<file path="config.mk">
export PLATFORM = sky130hd
export DESIGN_NAME = uart_rx_param
export DESIGN_NICKNAME = d
export VERILOG_FILES = /design/src/rtl/uart_pkg.sv /design/src/rtl/uart_baud_tick.sv /design/src/rtl/uart_rx_param.sv
export SDC_FILE = /design/constraint.sdc
export NUM_CORES = 1
export LEC_CHECK = 0
export CELL_PAD_IN_SITES_DETAIL_PLACEMENT = 0
export CELL_PAD_IN_SITES_GLOBAL_PLACEMENT = 1
export CORE_MARGIN = 5
export CORE_UTILIZATION = 40
export DETAILED_ROUTE_END_ITERATION = 10
export PLACE_DENSITY_LB_ADDON = 0.15
export SYNTH_ARGS = -nofsm -noshare
export SYNTH_HDL_FRONTEND = slang
export SYNTH_SLANG_ARGS = --single-unit
</file>
<file path="constraint.sdc">
create_clock -name clk -period 2.8 [get_ports clk]
set_input_delay 0.28 -clock clk [delete_from_list [all_inputs] [get_ports clk]]
set_output_delay 0.28 -clock clk [all_outputs]
set_load 0.02 [all_outputs]
</file>
<file path="src/rtl/uart_pkg.sv">
// Shared types and helpers for the parametrised UART blocks.
// FSM state encoding, parity mode codes and the baud tick divider.
package uart_pkg;

  typedef enum logic [2:0] {
    ST_IDLE,
    ST_START,
    ST_DATA,
    ST_PARITY,
    ST_STOP
  } state_t;

  localparam int PARITY_NONE = 0;
  localparam int PARITY_ODD  = 1;
  localparam int PARITY_EVEN = 2;

  function automatic int tick_div(
    input int f_clk,
    input int baud,
    input int os
  );
    return f_clk / (os * baud);
  endfunction

endpackage

</file>
<file path="src/rtl/uart_baud_tick.sv">
// Oversampling tick divider: one-cycle tick every DIV clocks.
// clear holds the count at 0 so the next tick is phase-aligned.
module uart_baud_tick #(
  parameter int DIV = 4
) (
  input  logic clk,
  input  logic rst,
  input  logic clear,
  output logic tick
);

  localparam int W = (DIV > 1) ? $clog2(DIV) : 1;
  localparam logic [W-1:0] LAST = W'(DIV - 1);

  logic [W-1:0] cnt;

  assign tick = (cnt == LAST) && !clear;

  always_ff @(posedge clk) begin
    if (rst || clear) begin
      cnt <= '0;
    end else if (cnt == LAST) begin
      cnt <= '0;
    end else begin
      cnt <= cnt + 1'b1;
    end
  end

endmodule

</file>
<file path="src/rtl/uart_rx_param.sv">
// Parametrised UART receiver with valid/ready output and error flags.
// Define UART_RX_MAJORITY_EN for 2-of-3 majority voting per bit.
module uart_rx_param
  import uart_pkg::*;
#(
  parameter int F_CLK      = 1_000_000,
  parameter int BAUDRATE   = 9600,
  parameter int OVERSAMPLE = 16,
  parameter int DATA_BITS  = 8,
  parameter int PARITY     = 0,
  parameter int STOP_BITS  = 1
) (
  input  logic                 clk,
  input  logic                 rst,
  input  logic                 rx,
  output logic [DATA_BITS-1:0] rx_data,
  output logic                 rx_valid,
  input  logic                 rx_ready,
  output logic                 parity_err,
  output logic                 frame_err,
  output logic                 overrun_err,
  output logic                 busy
);

  localparam int TICK_DIV = tick_div(F_CLK, BAUDRATE, OVERSAMPLE);
  localparam int PW = $clog2(OVERSAMPLE);
  localparam logic [PW-1:0] PH_LAST = PW'(OVERSAMPLE - 1);
`ifdef UART_RX_MAJORITY_EN
  localparam logic [PW-1:0] PH_SMP = PW'(OVERSAMPLE / 2);
`else
  localparam logic [PW-1:0] PH_SMP = PW'(OVERSAMPLE / 2 - 1);
`endif
  localparam logic [3:0] DATA_LAST = 4'(DATA_BITS - 1);
  localparam logic [3:0] STOP_LAST = 4'(STOP_BITS - 1);
  localparam logic ODD = (PARITY == PARITY_ODD);

  if (TICK_DIV < 1 || OVERSAMPLE < 4 || (OVERSAMPLE % 2) != 0 ||
      DATA_BITS < 5 || DATA_BITS > 9 || PARITY < 0 || PARITY > 2 ||
      STOP_BITS < 1 || STOP_BITS > 2) begin : g_bad_cfg
    $error("uart_rx_param: illegal configuration");
  end

  state_t               state;
  logic [1:0]           sync;
  logic                 rx_s;
  logic                 tick;
  logic                 clear;
  logic                 bit_v;
  logic                 samp;
  logic                 accept;
  logic                 par_bad;
  logic [PW-1:0]        ph;
  logic [3:0]           bcnt;
  logic [DATA_BITS-1:0] sreg;
  logic                 perr;
  logic                 ferr;

  always_ff @(posedge clk) begin
    if (rst) begin
      sync <= 2'b11;
    end else begin
      sync <= {sync[0], rx};
    end
  end

  assign rx_s = sync[1];
  assign clear = (state == ST_IDLE);

  uart_baud_tick #(
    .DIV(TICK_DIV)
  ) u_tick (
    .clk  (clk),
    .rst  (rst),
    .clear(clear),
    .tick (tick)
  );

`ifdef UART_RX_MAJORITY_EN
  // hist holds the samples one and two ticks before the voting tick
  logic [1:0] hist;

  always_ff @(posedge clk) begin
    if (rst) begin
      hist <= 2'b11;
    end else if (tick) begin
      hist <= {hist[0], rx_s};
    end
  end

  assign bit_v = (hist[1] & hist[0]) |
                 (hist[1] & rx_s) |
                 (hist[0] & rx_s);
`else
  assign bit_v = rx_s;
`endif

  assign samp    = tick && (ph == PH_SMP);
  assign accept  = !rx_valid || rx_ready;
  assign par_bad = ((^sreg) ^ bit_v) != ODD;

  always_ff @(posedge clk) begin
    if (rst) begin
      state       <= ST_IDLE;
      ph          <= '0;
      bcnt        <= '0;
      sreg        <= '0;
      perr        <= 1'b0;
      ferr        <= 1'b0;
      rx_data     <= '0;
      rx_valid    <= 1'b0;
      parity_err  <= 1'b0;
      frame_err   <= 1'b0;
      overrun_err <= 1'b0;
      busy        <= 1'b0;
    end else begin
      overrun_err <= 1'b0;
      busy        <= (state != ST_IDLE);
      if (rx_valid && rx_ready) begin
        rx_valid <= 1'b0;
      end
      if (tick) begin
        ph <= (ph == PH_LAST) ? '0 : ph + 1'b1;
      end
      unique case (state)
        ST_IDLE: begin
          ph   <= '0;
          bcnt <= '0;
          if (!rx_s) begin
            state <= ST_START;
          end
        end
        ST_START: begin
          if (samp) begin
            if (bit_v) begin
              state <= ST_IDLE;
            end else begin
              state <= ST_DATA;
              perr  <= 1'b0;
              ferr  <= 1'b0;
            end
          end
        end
        ST_DATA: begin
          if (samp) begin
            sreg <= {bit_v, sreg[DATA_BITS-1:1]};
            if (bcnt == DATA_LAST) begin
              bcnt  <= '0;
              state <= (PARITY != PARITY_NONE) ? ST_PARITY : ST_STOP;
            end else begin
              bcnt <= bcnt + 1'b1;
            end
          end
        end
        ST_PARITY: begin
          if (samp) begin
            perr  <= par_bad;
            state <= ST_STOP;
          end
        end
        ST_STOP: begin
          if (samp) begin
            if (bcnt == STOP_LAST) begin
              state <= ST_IDLE;
              bcnt  <= '0;
              if (accept) begin
                rx_data    <= sreg;
                parity_err <= perr;
                frame_err  <= ferr | !bit_v;
                rx_valid   <= 1'b1;
              end else begin
                overrun_err <= 1'b1;
              end
            end else begin
              bcnt <= bcnt + 1'b1;
              if (!bit_v) begin
                ferr <= 1'b1;
              end
            end
          end
        end
        default: state <= ST_IDLE;
      endcase
    end
  end

endmodule

</file>
; ---- Word level (Yosys, flattened, before mapping)
; Cells that the tools add are included.
[totals]
elab_cells = 93
regBits = 39
in_bits = 4
[classes]
n_bitwise = 5
add_sub_neg = 3
muxes = 29
reduce_logical = 24
eq_ne = 18
[ops]
columns = operator, n
row1 = two-way mux 3 bit, 7
row2 = two-way mux 4 bit, 5
row3 = != test 2 bit (second input constant), 10
row4 = one-hot mux 3 bit (5 select lines), 1
row5 = two-way mux 1 bit, 12
row6 = one-hot mux 4 bit (3 select lines), 1
row7 = adder 4 x 1 -> 4 bit (second input constant), 2
row8 = equality test 4 x 3 -> 1 bit (second input constant), 2
row9 = AND reduction 4 bit, 2
row10 = parity 8 bit, 1
row11 = AND reduction 7 bit, 1
row12 = equality test 3 x 2 -> 1 bit (second input constant), 2
row13 = equality test 3 bit (second input constant), 2
row14 = AND reduction 6 bit, 1
row15 = nonzero test 3 bit, 2
row16 = equality test 4 bit (second input constant), 1
row17 = logical NOT 4 bit, 1
row18 = one-hot mux 1 bit (2 select lines), 2
row19 = nonzero test 2 bit, 2
row20 = OR reduction 2 bit, 2
row21 = OR reduction 4 bit, 1
row22 = adder 3 x 1 -> 3 bit (second input constant), 1
row23 = equality test 3 x 1 -> 1 bit (second input constant), 1
row24 = logical AND 1 bit, 3
row25 = 9 further kinds, 14

; ---- Longest topological paths before layout
; Gate-level depths: netlist of the first run.
[logic_depth]
ltp_word = 6
ltp_mapped = 8

; ---- Hierarchy
; A second synthesis of the first run with hierarchy kept.
[unflattened]
cells_unflattened = 202
hier_area_um2 = 1811.7
[by_module_without_submodules]
columns = module, area_per_inst_um2, cells_per_inst, n_inst, seq_area_each_um2
row1 = uart_rx_param, 1671.6, 188, 1, 720.7
row2 = uart_baud_tick, 140.1, 14, 1, 60.1

; ---- Worst setup path before layout of the first run
; No wires, ideal clock.
[synth_timing]
kind = flip-flop to flip-flop
from = register u_tick.cnt[0]
to = register bcnt[2]
arrival_ps = 1765
required_ps = 2726
path_slack_ps = 961
stages_incl_launch_ff = 6
cell_sequence = dfxtp_1 ha_1 nand3_2 o31a_1 or4b_1 a31oi_1
[synth_between]
elab_chain_len = 5
elab_cells_between_ends = 6
classes_between = eq/ne: 3 / reduce/logical: 3
[synth_lines]
columns = element, line
row1 = "start, declared", uart_baud_tick.sv:15  ; logic [W-1:0] cnt;
row2 = "start signal, assigned", uart_baud_tick.sv:25  ; cnt <= cnt + 1'b1;
row3 = equality test 3 bit (*), uart_baud_tick.sv:17  ; assign tick = (cnt == LAST) && !clear;
row4 = logical AND 1 bit (*), uart_baud_tick.sv:17
row5 = logical AND 1 bit (*), uart_rx_param.sv:97  ; assign samp = tick && (ph == PH_SMP);
row6 = != test 2 bit (no source line), --
row7 = AND reduction 3 bit (no source line) (*), --
row8 = "end signal, assigned", uart_rx_param.sv:150  ; bcnt <= bcnt + 1'b1;
row9 = "end signal, assigned", uart_rx_param.sv:174  ; bcnt <= bcnt + 1'b1;
row10 = "end, declared", uart_rx_param.sv:53  ; logic [3:0] bcnt;
; Mark *: on every way between the ends. The rest lies on a longest branch, timed or not.
; A chain may end at the register's enable or synchronous reset.

; ---- Worst setup path in the final report of the first run
[layout_timing]
from = register u_tick.cnt[0]
to = register state[2]
[layout_between]
elab_chain_len = 5
elab_cells_between_ends = 8
classes_between = eq/ne: 5 / reduce/logical: 3
[layout_lines]
columns = element, line
row1 = equality test 3 bit (*), uart_baud_tick.sv:17
row2 = logical AND 1 bit (*), uart_baud_tick.sv:17
row3 = logical AND 1 bit (*), uart_rx_param.sv:97
row4 = != test 2 bit (no source line), --
row5 = AND reduction 7 bit (no source line) (*), --
row6 = "end signal, assigned", uart_rx_param.sv:148  ; state <= (PARITY != PARITY_NONE) ? ST_PARITY : ST_STOP;
row7 = "end, declared", uart_rx_param.sv:43  ; state_t state;
; Marked as above.

==> results of run 1 <==
metal layers:
metal	GRT usage [%]	part of all wire, %
met1	16.1	47
met5	0	0
met3	2.83	3.1
met4	7.87	2.1
met2	23.8	48
flip-flops by register name, summed over array words and instances (netlist names):
name and cells:
frame_err 1, rx_data 8, sync 2, ph 4, parity_err 1, ferr 1
perr 1, rx_valid 1, busy 1, state 3, overrun_err 1, bcnt 4
u_tick.cnt 3, sreg 8
logic make-up (layout without fill, tap and decap cells):
logic type	Yosys count	in the layout	synth area share [%]
compound gates	55	55	18.3
xor+xnor	7	7	3.97
fa+ha+maj	5	5	3.31
buf+inv	22	35	4.90
flops	39	39	41.3
mux	8	8	4.24
simple gates	72	72	24.0
area by class of cell:
type                            count  area, um2  share of cell area [%]
Inverter                            8       30.0                    1.39
Clock inverter                      1       5.00                   0.232
Tap cell                           54       67.6                    3.13
Sequential cell                    39        781                    36.2
Timing Repair Buffer               19        183                    8.46
Clock buffer                        7       76.3                    3.54
Multi-Input combinational cell    147       1020                    47.1
cell usage in the layout, fill, tap and decap left out, types with 3 or more instances in the layout:
cell type,synthesis,final
inv_1,8,8
nand3_1,3,3
nor2_1,13,13
clkbuf_8,0,5
nor3_1,7,7
nand2_1,4,4
a21oi_1,23,23
or3_1,4,4
clkdlybuf4s50_1,0,16
ha_1,5,5
nand4_1,10,10
o21ai_0,8,8
or2_2,3,3
a31oi_1,3,3
o31ai_1,9,9
xnor2_1,5,5
nor2b_1,5,5
dfxtp_1,39,39
mux2i_1,8,8
buf_4,1,3
nand2b_1,6,6
worst max-delay path, stage by stage, from the launching register on:
cell and delay [ns]:
dfxtp_1 0.37, ha_1 0.31, nand3_2 0.18, or3_1 0.61, or3_1 0.44, a21oi_1 0.12
per-stage QoR:
stage / area, um2 / utilization, % / cells
after floorplan: 1890 / - / 208
after global placement: 2080 / 44.6 / 267
after detailed placement: 2080 / 44.6 / 267
after CTS: 2160 / 46.3 / 275
after global routing: 2160 / 46.3 / 275
final: 2160 / 46.3 / 275
worst max path at each step:
| stage | startpoint | to | slack (ns) | cells after the start |
|---|---|---|---|---|
| after global routing | u_tick.cnt[0] | ferr | 0.48 | 5 |
| after global placement | u_tick.cnt[0] | state[2] | 0.78 | 5 |
| after floorplan | u_tick.cnt[0] | bcnt[2] | 0.96 | 5 |
| final | u_tick.cnt[0] | state[2] | 0.69 | 5 |
| after CTS | u_tick.cnt[0] | state[2] | 0.68 | 5 |
| after detailed placement | u_tick.cnt[0] | state[2] | 0.72 | 5 |
power breakdown:
group          leakage, nW  internal (W)  switching [W]
Clock               0.0422      0.000175       0.000189
Combinational        0.345     0.0000137      0.0000204
Sequential           0.315      0.000557     0.00000227
Total                0.702      0.000746       0.000211
==> qor.yml, run 1 <==
endpoint_kind: "flip-flop"
finalPower_w: 0.000957
diodes: 0
syn_area_mm2: 0.00189
route.detailed.drc: 0
holdPathEnd: "sync[1]"
clock_skew_ns: 0.00583
reg2reg_to: "state[2]"
ir_drop_uv: 218
synth_seq_area_share_pct: 41.3
synth-edff-count: 0
pin_count: 17
crit_path_max_fanout: 15
synth.most_common_cell: "dfxtp_1"
ant_nets: 0
rows: 25
hold_viol_final: 0
min_period_over_period_pct: 75.4
antenna_found_initial: 0
postSynthAreaPerCell_um2: 9.08
place_ws_ns: 0.717
timing_worst_setup_path_type: "flip-flop to flip-flop"
grt_pass1_vias: 1520
post_cts_resize_count: 0
slew_headroom_pct: 52.5
clkTransAtPathRegs_ns: 0.07
rrSetupSlack_ns: 0.69
hold_path_class: "flip-flop to flip-flop"
track_usage_pct: 13.9
p_leak_nw: 0.702
numCtsBuffers: 5
clock_latency_ns: 0.29
num_vias: 1586
worst_slack_ns: 0.688
async_flop_share_pct: 0
hpwl_mm: 2.78
cts_root_buffer: "clkbuf_8"
grt_max_degree: 28
drt-total-wl_mm: 4.10
synth_top_area_share_pct: 41.3
cts_tree: "yes"
power_density_mw_per_mm2: 444
ys_top_cells_by_area: "dfxtp_1 41%, a21oi_1 6.1%, mux2i_1 4.2%"
first_iter_violations: 110
design.core.area_mm2: 0.00466
yosys-top-cells-count: "39 x dfxtp_1, 23 x a21oi_1, 13 x nor2_1"
syn2layout_area_growth_pct: 14.2
dieArea_mm2: 0.00620
critPathRequiredTime_ns: 3.02
synth_ff_type: "dfxtp_1"
setup_viol: 0
cp_data_arrival_time_ns: 2.33
synthCells: 208
synth.net_count: 217
vias_per_cell: 5.77
hold_depth: 1
yosys_warnings: 0
ys_ff_latch: 39
hold_buffers: 0
hp-start: "sync[0]"
drv_slew: 0
num-fill-cells: 442
whs_ns: 0.415
clock-sinks: 39
clockBufferDepth: 2
firstDrtPassIters: 4
cp-start-kind: "flip-flop"
post_cts_buffers: 0
cts_max_level: 2
grt_pass1_wl_mm: 6.86
finalNetCount: 229
wl_per_cell_um: 14.9
status: "complete, no violations"
die_h_um: 78.7
synth.distinct_cells: 47
overflow: 0
r2r_cells: 5
fmax_mhz: 473
grt_setup_unrepaired: "no"
die_w_um: 78.7
gp_congestion: 0.787
fin_crit_ns: 2.11
tightest_slew_ns: 0.710
io_buffers: 16
drv_cap: 0
tns_ns: 0
initial_utilization_pct: 40.5
r2r-start: "u_tick.cnt[0]"
synth_largest_area_cell: "dfxtp_1"
drive_above_1_share_pct: 8.14
Note: power is estimated with default switching activity, not from simulation.
==> inputs of run 2 (changes only) <==
==> constraint.sdc (replaced) <==
create_clock -name clk -period 2 [get_ports clk]
set_input_delay 0.2 -clock clk [delete_from_list [all_inputs] [get_ports clk]]
set_output_delay 0.2 -clock clk [all_outputs]
set_load 0.02 [all_outputs]
==> qor.yml, run 2 (synthesis results as in run 1) <==
reg_top3: "rx_data (8), sreg (8)"
num_vias: 1605  # +1.2%
cp_data_arrival_time_ns: 2.13  # -0.20 ns
min_period_over_period_pct: 95.7  # +20 points
hold_viol_final: 0  # unchanged
io_buffers: 16  # unchanged
drv_cap: 0  # unchanged
setup_viol: 0  # unchanged
firstDrtPassIters: 4  # unchanged
dieArea_mm2: 0.00620  # unchanged
p_leak_nw: 0.775  # +10%
track_usage_pct: 15.0  # +1.1 points
ant_nets: 0  # unchanged
num-fill-cells: 433  # -2.0%
diodes: 0  # unchanged
ir_drop_uv: 382  # +76%
overflow: 0  # unchanged
grt_pass1_wl_mm: 7.38  # +7.7%
tns_ns: 0  # unchanged
drive_above_1_share_pct: 15.5  # +7.3 points
die_h_um: 78.7  # unchanged
vias_per_cell: 5.59  # -3.0%
clock-sinks: 39  # unchanged
crit_path_max_fanout: 9  # -6
fin_crit_ns: 1.91  # -0.198 ns
clock_skew_ns: 0.00570  # -0.000137 ns
cts_max_level: 2  # unchanged
status: "complete, no violations"
endpoint_kind: "flip-flop"
grt_pass1_vias: 1602  # +5.4%
hold_path_class: "flip-flop to flip-flop"
drt-total-wl_mm: 4.25  # +3.7%
clkTransAtPathRegs_ns: 0.08  # about the same
slew_headroom_pct: 62.1  # +9.6 points
post-route-util_pct: 48.6  # +2.3 points
timing_worst_setup_path_type: "flip-flop to flip-flop"
clock_latency_ns: 0.29  # about the same
drv_slew: 0  # unchanged
fmax_mhz: 522  # +10%
final_cells: 287  # +4.4%
design.core.area_mm2: 0.00466  # unchanged
dp_cells: 278  # +4.1%
route.detailed.drc: 0  # unchanged
finalNetCount: 241  # +5.2%
syn2layout_area_growth_pct: 19.9
layout_common_cells: "38 x dfxtp_1, 23 x a21oi_1, 16 x clkdlybuf4s50_1, 15 x buf_4, 13 x nor2_1"
grt_setup_unrepaired: "no"
layout_commonest_cell: "dfxtp_1"
grt_max_degree: 16  # -43%
antenna_found_initial: 0  # unchanged
initial_utilization_pct: 40.5  # unchanged
clockBufferDepth: 2  # unchanged
numCtsBuffers: 5  # unchanged
gp_congestion: 0.826  # +4.9%
hpwl_mm: 3.01  # +8.0%
pin_count: 17  # unchanged
cts_root_buffer: "clkbuf_8"
finalPower_w: 0.00134  # +40%
die_w_um: 78.7  # unchanged
critPathRequiredTime_ns: 2.22  # -0.80 ns
cp-start-kind: "flip-flop"
first_iter_violations: 144  # +31%
power_density_mw_per_mm2: 593  # +34%
rows: 25  # unchanged
wl_per_cell_um: 14.8  # -0.67%
tightest_slew_ns: 0.567  # -0.143 ns
cts_tree: "yes"
run 2: cell types whose count changed in the layout (fill, tap and decap cells not counted), sizes merged:
cell,previous run,this run
buf,3,15
clkbuf,7,5
clkinv,1,3
run 2: through the flow:
step	worst slack (ns)	area [um2]	hold slack, ns
2_1_floorplan	0.161	1890	0.304
3_3_place_gp	0.113	2160	0.392
3_5_place_dp	0.00854	2160	0.404
4_1_cts	0.101	2250	0.422
5_1_grt	0.0131	2260	0.439
6_report	0.0856	2260	0.415
run 2: path summary, 6_finish.rpt:
path,depth (start not counted),end,from,slack (ns)
max,7,rx_data[0],bcnt[0],0.09
min,1,sync[1],sync[0],0.42
min reg2reg,1,sync[1],sync[0],0.42
max reg2reg,7,rx_data[0],bcnt[0],0.09
run 2: critical path, stage by stage, from the launching register on:
cell and delay [ns]:
dfxtp_1 0.35, inv_1 0.07, ha_1 0.15, nor3b_1 0.49
and2_1 0.27, buf_4 0.19, nand4_1 0.15, a21oi_1 0.17
run 2: cell type report:
type | count | area [um2] | area share [%]
clock buffers | 5 | 68.8 | 3.04
clock inverters | 3 | 15.0 | 0.663
inverters | 8 | 30.0 | 1.33
multi-input cells | 147 | 1030 | 45.4
flip-flops and latches | 39 | 782 | 34.5
well taps | 54 | 67.6 | 2.98
repair buffers | 31 | 273 | 12.0
run 2: routing by layer:
| layer | wire length [um] | part of all wire [%] | track usage, % |
|---|---|---|---|
| met5 | 0 | 0 | 0 |
| met4 | 91 | 2.1 | 6.64 |
| met3 | 134 | 3.2 | 3.97 |
| met2 | 2060 | 48 | 25.6 |
| met1 | 1960 | 46 | 17.5 |
run 2: timing repair:
action / in CTS / in global routing
endpoints found under the setup margin: 1 / 5
resized for setup: 1 / 3
buffers inserted: 0 / 1
hold buffers: 0 / 0
pin swaps: 0 / 1
run 2: power by group:
group	switching (W)	internal, W	total [W]
Sequential	0.00000459	0.000780	0.000785
Clock	0.000266	0.000239	0.000505
Combinational	0.0000282	0.0000246	0.0000528
Total	0.000299	0.00104	0.00134
==> inputs of run 3 (changes only) <==
--- a/config.mk
+++ b/config.mk
@@ -14,3 +14,4 @@
 export SYNTH_ARGS = -nofsm -noshare
 export SYNTH_HDL_FRONTEND = slang
 export SYNTH_SLANG_ARGS = --single-unit
+export TNS_END_PERCENT = 100
==> results of run 3 <==
No change in the layout: final DEF, timing and power equal those of run 2.
